--- src/rtl/usr_pkg.sv ---
// Shared encodings for the universal shift register: operation modes and FSM states.
package usr_pkg;

  localparam logic [2:0] MODE_HOLD = 3'b000;
  localparam logic [2:0] MODE_LOAD = 3'b001;
  localparam logic [2:0] MODE_SHL  = 3'b010;
  localparam logic [2:0] MODE_SHR  = 3'b011;
  localparam logic [2:0] MODE_ROTL = 3'b100;
  localparam logic [2:0] MODE_ROTR = 3'b101;
  localparam logic [2:0] MODE_ASR  = 3'b110;
  localparam logic [2:0] MODE_RSVD = 3'b111;

  localparam logic [1:0] ST_IDLE = 2'd0;
  localparam logic [1:0] ST_RUN  = 2'd1;
  localparam logic [1:0] ST_DONE = 2'd2;

  // Only the movement operations are meaningful to repeat as a burst.
  function automatic logic is_burst_mode(input logic [2:0] m);
    return (m >= MODE_SHL) && (m <= MODE_ASR);
  endfunction

endpackage

--- src/rtl/usr_step.sv ---
// Combinational next-value function shared by the single-step and burst paths.
module usr_step
  import usr_pkg::*;
#(
  parameter int WIDTH = 8
) (
  input  logic [WIDTH-1:0] q,
  input  logic [2:0]       mode,
  input  logic             serial_in,
  input  logic [WIDTH-1:0] d,
  output logic [WIDTH-1:0] next_q
);

  always_comb begin
    next_q = q;
    case (mode)
      MODE_LOAD: next_q = d;
      MODE_SHL:  next_q = {q[WIDTH-2:0], serial_in};
      MODE_SHR:  next_q = {serial_in, q[WIDTH-1:1]};
      MODE_ROTL: next_q = {q[WIDTH-2:0], q[WIDTH-1]};
      MODE_ROTR: next_q = {q[0], q[WIDTH-1:1]};
      MODE_ASR:  next_q = {q[WIDTH-1], q[WIDTH-1:1]};
      default:   next_q = q;
    endcase
  end

endmodule

--- src/rtl/univ_shift_reg.sv ---
// Universal shift/rotate register with single-step operation and a counted burst FSM.
module univ_shift_reg
  import usr_pkg::*;
#(
  parameter int               WIDTH     = 8,
  parameter int               CNT_W     = $clog2(WIDTH) + 1,
  parameter logic [WIDTH-1:0] RESET_VAL = '0
) (
  input  logic             clk,
  input  logic             rst,
  input  logic             enable,
  input  logic [2:0]       mode,
  input  logic [WIDTH-1:0] d,
  input  logic             serial_in,
  input  logic             start,
  input  logic [CNT_W-1:0] amount,
  output logic [WIDTH-1:0] q,
  output logic [WIDTH-1:0] q_bar,
  output logic             so_msb,
  output logic             so_lsb,
  output logic             busy,
  output logic             done
);

  logic [1:0]       state;
  logic [CNT_W-1:0] count;
  logic [2:0]       cap_mode;
  logic [2:0]       step_mode;
  logic [WIDTH-1:0] next_q;

  // During a burst the captured mode drives the step; otherwise the live mode does.
  assign step_mode = (state == ST_RUN) ? cap_mode : mode;

  usr_step #(.WIDTH(WIDTH)) u_step (
    .q         (q),
    .mode      (step_mode),
    .serial_in (serial_in),
    .d         (d),
    .next_q    (next_q)
  );

  always_ff @(posedge clk) begin
    if (rst) begin
      q        <= RESET_VAL;
      state    <= ST_IDLE;
      count    <= '0;
      cap_mode <= MODE_HOLD;
    end else begin
      case (state)
        ST_IDLE: begin
          if (start && is_burst_mode(mode)) begin
            cap_mode <= mode;
            count    <= amount;
            state    <= (amount == '0) ? ST_DONE : ST_RUN;
          end else if (enable) begin
            q <= next_q;
          end
        end
        ST_RUN: begin
          if (enable) begin
            q     <= next_q;
            count <= count - CNT_W'(1);
            if (count == CNT_W'(1))
              state <= ST_DONE;
          end
        end
        ST_DONE: state <= ST_IDLE;
        default: state <= ST_IDLE;
      endcase
    end
  end

  assign q_bar  = ~q;
  assign so_msb = q[WIDTH-1];
  assign so_lsb = q[0];
  assign busy   = (state == ST_RUN);
  assign done   = (state == ST_DONE);

endmodule

--- config.mk ---
export PLATFORM = sky130hd
export DESIGN_NAME = univ_shift_reg
export DESIGN_NICKNAME = d
export VERILOG_FILES = /design/src/rtl/usr_pkg.sv /design/src/rtl/usr_step.sv /design/src/rtl/univ_shift_reg.sv
export SDC_FILE = /design/constraint.sdc
export NUM_CORES = 1
export LEC_CHECK = 0
export ABC_CLOCK_PERIOD_IN_PS = 6900
export BUFFER_PORTS_ARGS = -buffer_cell sky130_fd_sc_hd__buf_2
export CAP_MARGIN = 20
export CORE_ASPECT_RATIO = 0.75
export CORE_MARGIN = 2
export CORE_UTILIZATION = 45
export CTS_CLUSTER_SIZE = 12
export DETAILED_ROUTE_END_ITERATION = 6
export PLACE_DENSITY = 0.71
export SLEW_MARGIN = 10
export SYNTH_ARGS = -nofsm -noshare
export SYNTH_HDL_FRONTEND = slang
export SYNTH_HIERARCHICAL = 1
export SYNTH_SLANG_ARGS = --single-unit
--- constraint.sdc ---
create_clock -name clk -period 6.9 [get_ports clk]
set_clock_uncertainty 0.15 [all_clocks]
set_input_delay 0.69 -clock clk [delete_from_list [all_inputs] [get_ports clk]]
set_output_delay 0.69 -clock clk [all_outputs]
set_load 0.02 [all_outputs]
==> results of run 1 <==
-- area by class of cell --
| type | instances | area [sq um] |
|---|---|---|
| inverters | 16 | 60.06 |
| repair buffers | 39 | 195.2 |
| clock buffers | 4 | 45.04 |
| flip-flops and latches | 17 | 340.3 |
| well taps | 36 | 45.04 |
| fillers | 264 | 1161 |
| multi-input cells | 107 | 835.8 |
-- cell usage in the layout, fill, tap and decap left out, types with 3 or more instances in the layout --
| cell type | count |
|---|---|
| buf_2 | 39 |
| o221a_1 | 6 |
| inv_1 | 16 |
| mux2i_1 | 18 |
| clkbuf_8 | 3 |
| nor2_1 | 16 |
| nor2b_1 | 4 |
| a2bb2oi_1 | 7 |
| o21ai_0 | 3 |
| nor3_1 | 4 |
| dfxtp_1 | 17 |
| nand2b_1 | 4 |
| mux2_2 | 3 |
| nand2_1 | 3 |
-- cell families after synthesis --
kind of cell | after synthesis | synth area share
xor gates and xnor gates | 1 | 0.006668
adders and majority gates | 2 | 0.01904
muxes | 22 | 0.1714
buffers and inverters | 26 | 0.1048
AOI/OAI and AO/OA | 34 | 0.2362
DFF | 17 | 0.2591
and+or+nand+nor | 48 | 0.2029
-- how the worst max path moves through the flow --
stage / startpoint / to / slack, ns / cells past startpoint
after global placement: state[0] / q[0] / 4.30 / 6
after CTS: state[0] / q[5] / 4.10 / 7
after global routing: state[0] / q[5] / 3.81 / 7
after detailed placement: state[0] / q[5] / 4.11 / 7
after floorplan: state[0] / q[0] / 4.61 / 8
final: state[0] / q[5] / 4.06 / 7
-- sequential cells by signal, indices dropped and copies added (netlist names) --
signal / cells
q: 8
count: 4
cap_mode: 3
state: 2
-- power groups by stage --
stage | registers (mW) | clock network [mW] | logic [mW]
after global routing | 0.125 | 0.0842 | 0.137
final | 0.122 | 0.0767 | 0.126
after detailed placement | 0.124 | 0 | 0.125
after global placement | 0.124 | 0 | 0.122
after floorplan | 0.127 | 0 | 0.0949
after CTS | 0.122 | 0.0790 | 0.126
-- worst max-delay path, cell delays in order, from the launching register on --
cell and delay, ns:
dfxtp_1 0.46, nor2b_1 0.58, mux2_2 0.58, nand3b_1 0.36, a2bb2oi_1 0.20, o221a_1 0.14
mux2i_1 0.19, nor2_1 0.05
-- per-layer routing --
| metal | routed length, um | vias up |
|---|---|---|
| met5 | 0 | - |
| met4 | 50 | 0 |
| met3 | 187 | 7 |
| met2 | 1330 | 39 |
| met1 | 1488 | 571 |
| li1 | - | 614 |
==> metrics, run 1 <==
core area 0.002683 sq mm; final worst slack 4.056 ns; Setup TNS Final 0 ns; Placement Cell Area 0.001476 sq mm; Cell Rows 16; post-synthesis sequential area ratio 0.2590; worst path arrival time 2.84 ns; die width 66.39 um; met2 Use GR 0.3033; Final period util 0.4122; Overflow after GRT 0; Startpoint Class register; via/cell ratio 5.621; layout cell share with drive strength beyond 1 0.2842; final setup fails 0; worst hold path startpoint cap_mode[0]; asr flop ratio synth 0; Total GRT Usage 0.1941; RSZ-0062 raised after global routing false; Resize count post-CTS 0; CP endpoint kind register; Die Y 50.80 um; largest net degree at the start of global routing 21; critical path type reg2reg; power share of the sequential group 0.376; CTS Hold Bufs 0; initial antenna violation count 0; fmax 351.6 MHz; final hold violation count 0; Synth Flop Type dfxtp_1; syn_area_per_cell 8.758 sq um; Sw Pwr 0.1196 mW; Worst-Skew Late Latency 0.26 ns; CTS HTree Levels 1; top cell type by total area after synthesis dfxtp_1; met1 Use GR 0.2613; Total Power 0.3255 mW; synthesized flop and latch total 17; internal power 0.2058 mW; worst slack, placed 4.108 ns; post-CTS setup buffer count 0; GRT met3 Usage 0.04709; Mapped Area 0.001314 sq mm; TritonCTS clock tree done; Critical R2R Launch state[0]; Via Count 1231; CTS Root Buffer Type clkbuf_8; Comb pwr share 0.388; Clock transition at path regs 0.07 ns; Synth Warn # 6; Clk pwr share 0.236; first-pass GRT wire length 5.023 mm; flop2flop setup slack 4.06 ns; Ant. Diodes 0; WHS Endpoint cap_mode[0]; WL/cell 13.96 um; worst slew pin tran 0.6559 ns; post-layout util 0.5672; PortBufs 39; count leader, synth mux2i_1; Initial DRT Pass Iterations 4; IO Count 40; die area 0.003372 sq mm; # clock sinks 17; Synth area leaders dfxtp_1 (26%), mux2i_1 (14%), o221a_1 (5.1%); Syn Nets 172; Hold WC Path Type reg2reg; Bufs on Longest Clock Path 2; # DRC 0; Worst Path Max Fanout 20; Max Cap Viol 0; Synth cell types 50; Leak 0.6532 nW; DR iter-0 viols 59; Final Net Count 206; share of the synthesized area in the top cell type 0.2590; PD cells 213.9 mW/mm^2; Slew Viols, Final 0; worst vdd ir 133.7 uV; Max-Slew Margin vs Limit 0.5627; Detailed Place HPWL 2.318 mm; Initial Util 0.4897; Routed WL 3.057 mm; total CTS buffers 3; Net Sw Frac 0.3676; Reg2Reg Depth 7; Syn Inst Count 150; Hold Path Depth 2; Area growth syn-to-layout 15.81%; post-route minimum period 2.844 ns; Post-synth EDFFs 0; cell area after layout 0.001521 sq mm; hold slack 0.3490 ns; GR peak layer met2; status complete, no violations; Worst Path Required 6.89 ns; dpl cells 215; Final ANT Viol Nets 0; global placer's final weighted congestion 0.9497; top post-synthesis cells by count mux2i_1 (18), dfxtp_1 (17), inv_1 (16), nor2_1 (16), a2bb2oi_1 (7); vias in the first global route 1096; Layout Cells excl Fill 219; Reg-to-Reg End q[5]
Power figures use the tool's default switching activity.
==> run 2: changes to the inputs <==
--- a/config.mk
+++ b/config.mk
@@ -5,7 +5,7 @@
 export SDC_FILE = /design/constraint.sdc
 export NUM_CORES = 1
 export LEC_CHECK = 0
-export ABC_CLOCK_PERIOD_IN_PS = 6900
+export ABC_CLOCK_PERIOD_IN_PS = 2290
 export BUFFER_PORTS_ARGS = -buffer_cell sky130_fd_sc_hd__buf_2
 export CAP_MARGIN = 20
 export CORE_ASPECT_RATIO = 0.75
@@ -13,7 +13,7 @@
 export CORE_UTILIZATION = 45
 export CTS_CLUSTER_SIZE = 12
 export DETAILED_ROUTE_END_ITERATION = 6
-export PLACE_DENSITY = 0.71
+export PLACE_DENSITY = 0.74
 export SLEW_MARGIN = 10
 export SYNTH_ARGS = -nofsm -noshare
 export SYNTH_HDL_FRONTEND = slang
==> constraint.sdc (replaced) <==
create_clock -name clk -period 2.29 [get_ports clk]
set_clock_uncertainty 0.15 [all_clocks]
set_input_delay 0.229 -clock clk [delete_from_list [all_inputs] [get_ports clk]]
set_output_delay 0.229 -clock clk [all_outputs]
set_load 0.02 [all_outputs]
==> run 2 against run 1 <==
Register-to-register slack got worse by 3.9 ns; hold slack worse by 0.22 ns; critical path type unchanged; final cell count up 2.7%; worst setup slack worse by 3.9 ns; maximum frequency rose by 33%; sequential cell count is the same; design area increased by 3.6%; sequential share of layout area is 0.78 points lower; global-route usage is 1.1 points higher; routed wire length up 0.92%.
==> metrics, run 2 (synthesis gave the netlist of run 1 again) <==
status complete, no violations; PD cells 625.9 mW/mm^2; global placer's final weighted congestion 0.9073; Final Net Count 212; initial antenna violation count 0; Worst Path Required 2.28 ns; Leak 0.6854 nW; Reg2Reg Depth 7; worst path arrival time 2.13 ns; wire length on met2 1.351 mm; Die Y 50.80 um; final hold violation count 0; Setup TNS Final 0 ns; Reg-to-Reg End q[2]; hold slack 0.1300 ns; Initial DRT Pass Iterations 4; Final ANT Viol Nets 0; vias in the first global route 1135; CTS Hold Bufs 0; Bufs on Longest Clock Path 2; # clock sinks 17; Slew Viols, Final 0; DR iter-0 viols 69; CTS HTree Levels 1; IO Count 40; Final period util 0.9353; Critical R2R Launch state[0]; Worst Path Max Fanout 15; layout cell share with drive strength beyond 1 0.3175; Area growth syn-to-layout 20.00%; die area 0.003372 sq mm; Worst-Skew Late Latency 0.26 ns; Crit-path slowest cell mux2_2; PortBufs 39; Hold WC Path Type in2reg; Detailed Place HPWL 2.374 mm; routed wl met3 176 um; Largest Register q; Via Count 1253; final setup fails 0; delay-heaviest family, CP multiplexers; die width 66.39 um; flop2flop setup slack 0.15 ns; Total GRT Usage 0.2050; CP bufs+invs 0; Initial Util 0.4897; Overflow after GRT 0; CTS Root Buffer Type clkbuf_8; highest routed layer met4; Cell Rows 16; Max Cap Viol 0; total CTS buffers 3; Routed WL 3.085 mm; RSZ-0062 raised after global routing false; first-pass GRT wire length 5.306 mm; largest net degree at the start of global routing 18; post-CTS setup buffer count 0; Clock transition at path regs 0.06 ns; most common cell after layout, fill and taps aside buf_2; WHS Endpoint cap_mode[0]; # DRC 0; post-route minimum period 2.142 ns; Ant. Diodes 0; worst slew pin tran 0.5904 ns; crit path launch state[0]; Hold Path Depth 3; fmax 466.9 MHz; worst vdd ir 353.5 uV; Max-Slew Margin vs Limit 0.6031; via/cell ratio 5.569; TritonCTS clock tree done; Largest register FFs 8; worst hold path startpoint mode[0]; CP Cell Sequence nor2b_2 > mux2_2 > nand3b_1 > a2bb2oi_1 > o221a_1 > mux2i_1 > nor2_1; Top Registers q: 8 flops, count: 4 flops, cap_mode: 3 flops; slowest stage delay, CP 0.48 ns; CP endpoint kind register; Startpoint Class register; core area 0.002683 sq mm; WL/cell 13.71 um; WL met1 1.516 mm; commonest non-fill, non-tap cells in the layout buf_2 (39), mux2i_1 (18), dfxtp_1 (17); critical path type reg2reg; Total Power 0.9868 mW
run 2: changes by cell type in the layout (fill, tap and decap cells not counted), sizes merged:
| cell | previous run | this run |
|---|---|---|
| buf | 39 | 45 |
run 2: stage by stage:
step,cells,setup slack (ns),utilization,cell area [sq um]
after floorplan,150,0.001592,-,1314
after global placement,221,0.1452,0.5672,1521
after detailed placement,221,0.04846,0.5672,1521
after CTS,225,0.02941,0.5840,1567
after global routing,225,0.02362,0.5877,1577
final,225,0.1482,0.5877,1577
run 2: tightest hold or removal path: stages:
cell and delay, ns:
buf_2 0.12, mux2i_1 0.08, nor2_1 0.08
run 2: layer usage:
metal	GRT usage	vias up
met4	0.06803	0
met3	0.05381	6
met5	0	-
li1	-	626
met2	0.3000	38
met1	0.2900	583
run 2: area by class of cell:
cell class                      count  area [sq um]
Fill cell                         237          1106
Multi-Input combinational cell    107         845.8
Sequential cell                    17         340.3
Timing Repair Buffer               45         240.2
Inverter                           16         60.06
Clock buffer                        4         45.04
Tap cell                           36         45.04
run 2: worst max-delay path by stage:
stage	cells past startpoint	end
3_5_place_dp	7	q[2]
2_1_floorplan	8	q[0]
3_3_place_gp	7	q[6]
5_1_grt	7	q[4]
6_report	7	q[2]
4_1_cts	7	q[2]
run 2: where the power goes:
group / leakage, nW / switching, mW / internal [mW]
registers: 0.139 / 0.0400 / 0.325
logic: 0.523 / 0.213 / 0.183
clock network: 0.0228 / 0.101 / 0.124
total: 0.685 / 0.355 / 0.632
run 2: timing repair:
action,in CTS,in global routing
endpoints found under the setup margin,0,8
endpoints found under the hold margin,0,0
gates resized for setup,0,2
==> run 3: changes to the inputs <==
--- a/config.mk
+++ b/config.mk
@@ -14,8 +14,7 @@
 export CTS_CLUSTER_SIZE = 12
 export DETAILED_ROUTE_END_ITERATION = 6
 export PLACE_DENSITY = 0.74
-export SLEW_MARGIN = 10
+export SLEW_MARGIN = 20
 export SYNTH_ARGS = -nofsm -noshare
 export SYNTH_HDL_FRONTEND = slang
-export SYNTH_HIERARCHICAL = 1
 export SYNTH_SLANG_ARGS = --single-unit
==> run 3 against run 2 <==
Clock-buffer cell count shrank 1; critical path depth decreased by 2; sequential cell count is the same; maximum frequency is 5.5% higher; non-clock buffer count fell by 4; hold slack improved by 0.039 ns; sequential power about the same; design area shrank 2.9%.
==> metrics, run 3 <==
status complete, no violations; area of the multi-input gates 819.5 sq um; Worst Path Max Fanout 10; RSZ-0062 raised after global routing false; Mapped Area 0.001297 sq mm; Clock transition at path regs 0.07 ns; Synth Warn # 0; crit path launch state[0]; core area 0.002683 sq mm; wire length on met2 1.594 mm; Synth area leaders dfxtp_1 (26%), a32o_1 (4.6%), inv_1 (4.6%); flop2flop setup slack 0.26 ns; TritonCTS clock tree done; commonest non-fill, non-tap cells in the layout buf_2 (39), dfxtp_1 (17), inv_1 (16); Syn Inst Count 155; routed wl met3 163 um; Leak 0.6313 nW; Syn Nets 177; vias in the first global route 1133; Die Y 50.50 um; Final period util 0.8867; Final ANT Viol Nets 0; DR iter-0 viols 92; Slew Viols, Final 0; worst hold path startpoint amount[1]; # DRC 0; count leader, synth dfxtp_1; die width 66.01 um; IO Count 40; Cell Rows 16; sequential cell area 340.3 sq um; Setup TNS Final 0 ns; via/cell ratio 5.735; post-synthesis sequential area ratio 0.2623; post-layout util 0.5704; Startpoint Class register; Final Net Count 213; cell area after layout 0.001530 sq mm; top post-synthesis cells by count dfxtp_1 (17), inv_1 (16), nand2_1 (11), nor2_1 (11), a21oi_1 (7); Via Count 1296; highest routed layer met4; top cell type by total area after synthesis dfxtp_1; total CTS buffers 3; layout cell share with drive strength beyond 1 0.3263; first-pass GRT wire length 5.506 mm; critical path type reg2reg; fmax 492.5 MHz; Placement Cell Area 0.001481 sq mm; Synth cell types 51; syn_area_per_cell 8.371 sq um; post-route minimum period 2.030 ns; Routed WL 3.377 mm; Ant. Diodes 0; WL/cell 14.94 um; Total GRT Usage 0.2147; Max Cap Viol 0; final setup fails 0; global placer's final weighted congestion 0.8467; CP endpoint kind register; PortBufs 39; final hold violation count 0; asr flop ratio synth 0; Overflow after GRT 0; WL met1 1.595 mm; Total Power 0.9513 mW; initial antenna violation count 0; worst slew pin tran 0.5250 ns; Largest register FFs 8; fillers 269; Initial Util 0.4837; die area 0.003333 sq mm; largest net degree at the start of global routing 16; post-CTS setup buffer count 0; # clock sinks 17; share of the synthesized area in the top cell type 0.2623; Critical R2R Launch state[0]; Worst Path Required 2.34 ns; Top Registers q: 8 flops, count: 4 flops, cap_mode: 3 flops; Post-synth EDFFs 0; Worst-Skew Late Latency 0.26 ns; synthesized flop and latch total 17; CTS Root Buffer Type clkbuf_8; Bufs on Longest Clock Path 2; Area growth syn-to-layout 17.94%; Max-Slew Margin vs Limit 0.6484; Hold WC Path Type in2reg; worst path arrival time 2.08 ns; CTS HTree Levels 1; most common cell after layout, fill and taps aside buf_2; Synth Flop Type dfxtp_1; PD cells 621.7 mW/mm^2; Largest Register q; Detailed Place HPWL 2.580 mm; Initial DRT Pass Iterations 4; worst vdd ir 361.5 uV
-- run 3: cell types whose count changed after synthesis, moves of 4 or more --
| cell | change |
|---|---|
| a21oi_1 | +6 |
| a32o_1 | +5 |
| mux2i_1 | -14 |
| nand2_1 | +8 |
| nor2_1 | -5 |
| o221a_1 | -6 |
| or2_0 | +4 |
-- run 3: logic make-up after synthesis --
logic type	count (synthesis)	share of synthesized area
simple gates	46	0.1871
mux	8	0.07714
buf+inv	27	0.1080
flops	17	0.2623
compound gates	52	0.3260
xor+xnor	3	0.02025
fa+ha+maj	2	0.01928
-- run 3: worst paths after layout --
check	cells past startpoint	to
worst max-delay path	5	q[3]
worst min-delay path	3	count[1]
worst max register to register	5	q[3]
worst min register to register	2	count[2]
-- run 3: critical path, cell delays in order (launching register included) --
cell	delay, ns
dfxtp_1	0.37
nand2b_2	0.28
mux2i_4	0.39
mux2_4	0.37
a21oi_2	0.25
a32o_1	0.17
-- run 3: area by class of cell --
type,count,share of cell area
Sequential cell,17,0.2224
Clock buffer,3,0.02698
Clock inverter,1,0.003271
Timing Repair Buffer,41,0.1374
Tap cell,36,0.02944
Multi-Input combinational cell,111,0.5356
Inverter,17,0.04497
-- run 3: through the flow --
stage,cells,setup WS [ns],hold WS (ns)
2_1_floorplan,155,0.5478,0.1577
3_3_place_gp,222,0.1861,0.3381
3_5_place_dp,222,0.07822,0.3659
4_1_cts,226,0.07165,0.1727
5_1_grt,226,0.1583,0.1878
6_report,226,0.2595,0.1692
-- run 3: power breakdown --
part | leakage [nW] | internal, mW | total [mW] | switching, mW
sequential | 0.140 | 0.325 | 0.362 | 0.0374
combinational | 0.466 | 0.148 | 0.359 | 0.211
clock | 0.0255 | 0.121 | 0.230 | 0.109
-- run 3: layer usage --
metal / track usage / up-vias
met4: 0.03401 / 0
li1: - / 636
met2: 0.3468 / 36
met5: 0 / -
met3: 0.05605 / 2
met1: 0.2938 / 622
-- run 3: what timing repair did --
| action | in CTS | in global routing |
|---|---|---|
| endpoints found under the setup margin | 0 | 5 |
| hold buffers | 0 | 0 |
| resized for setup | 0 | 1 |
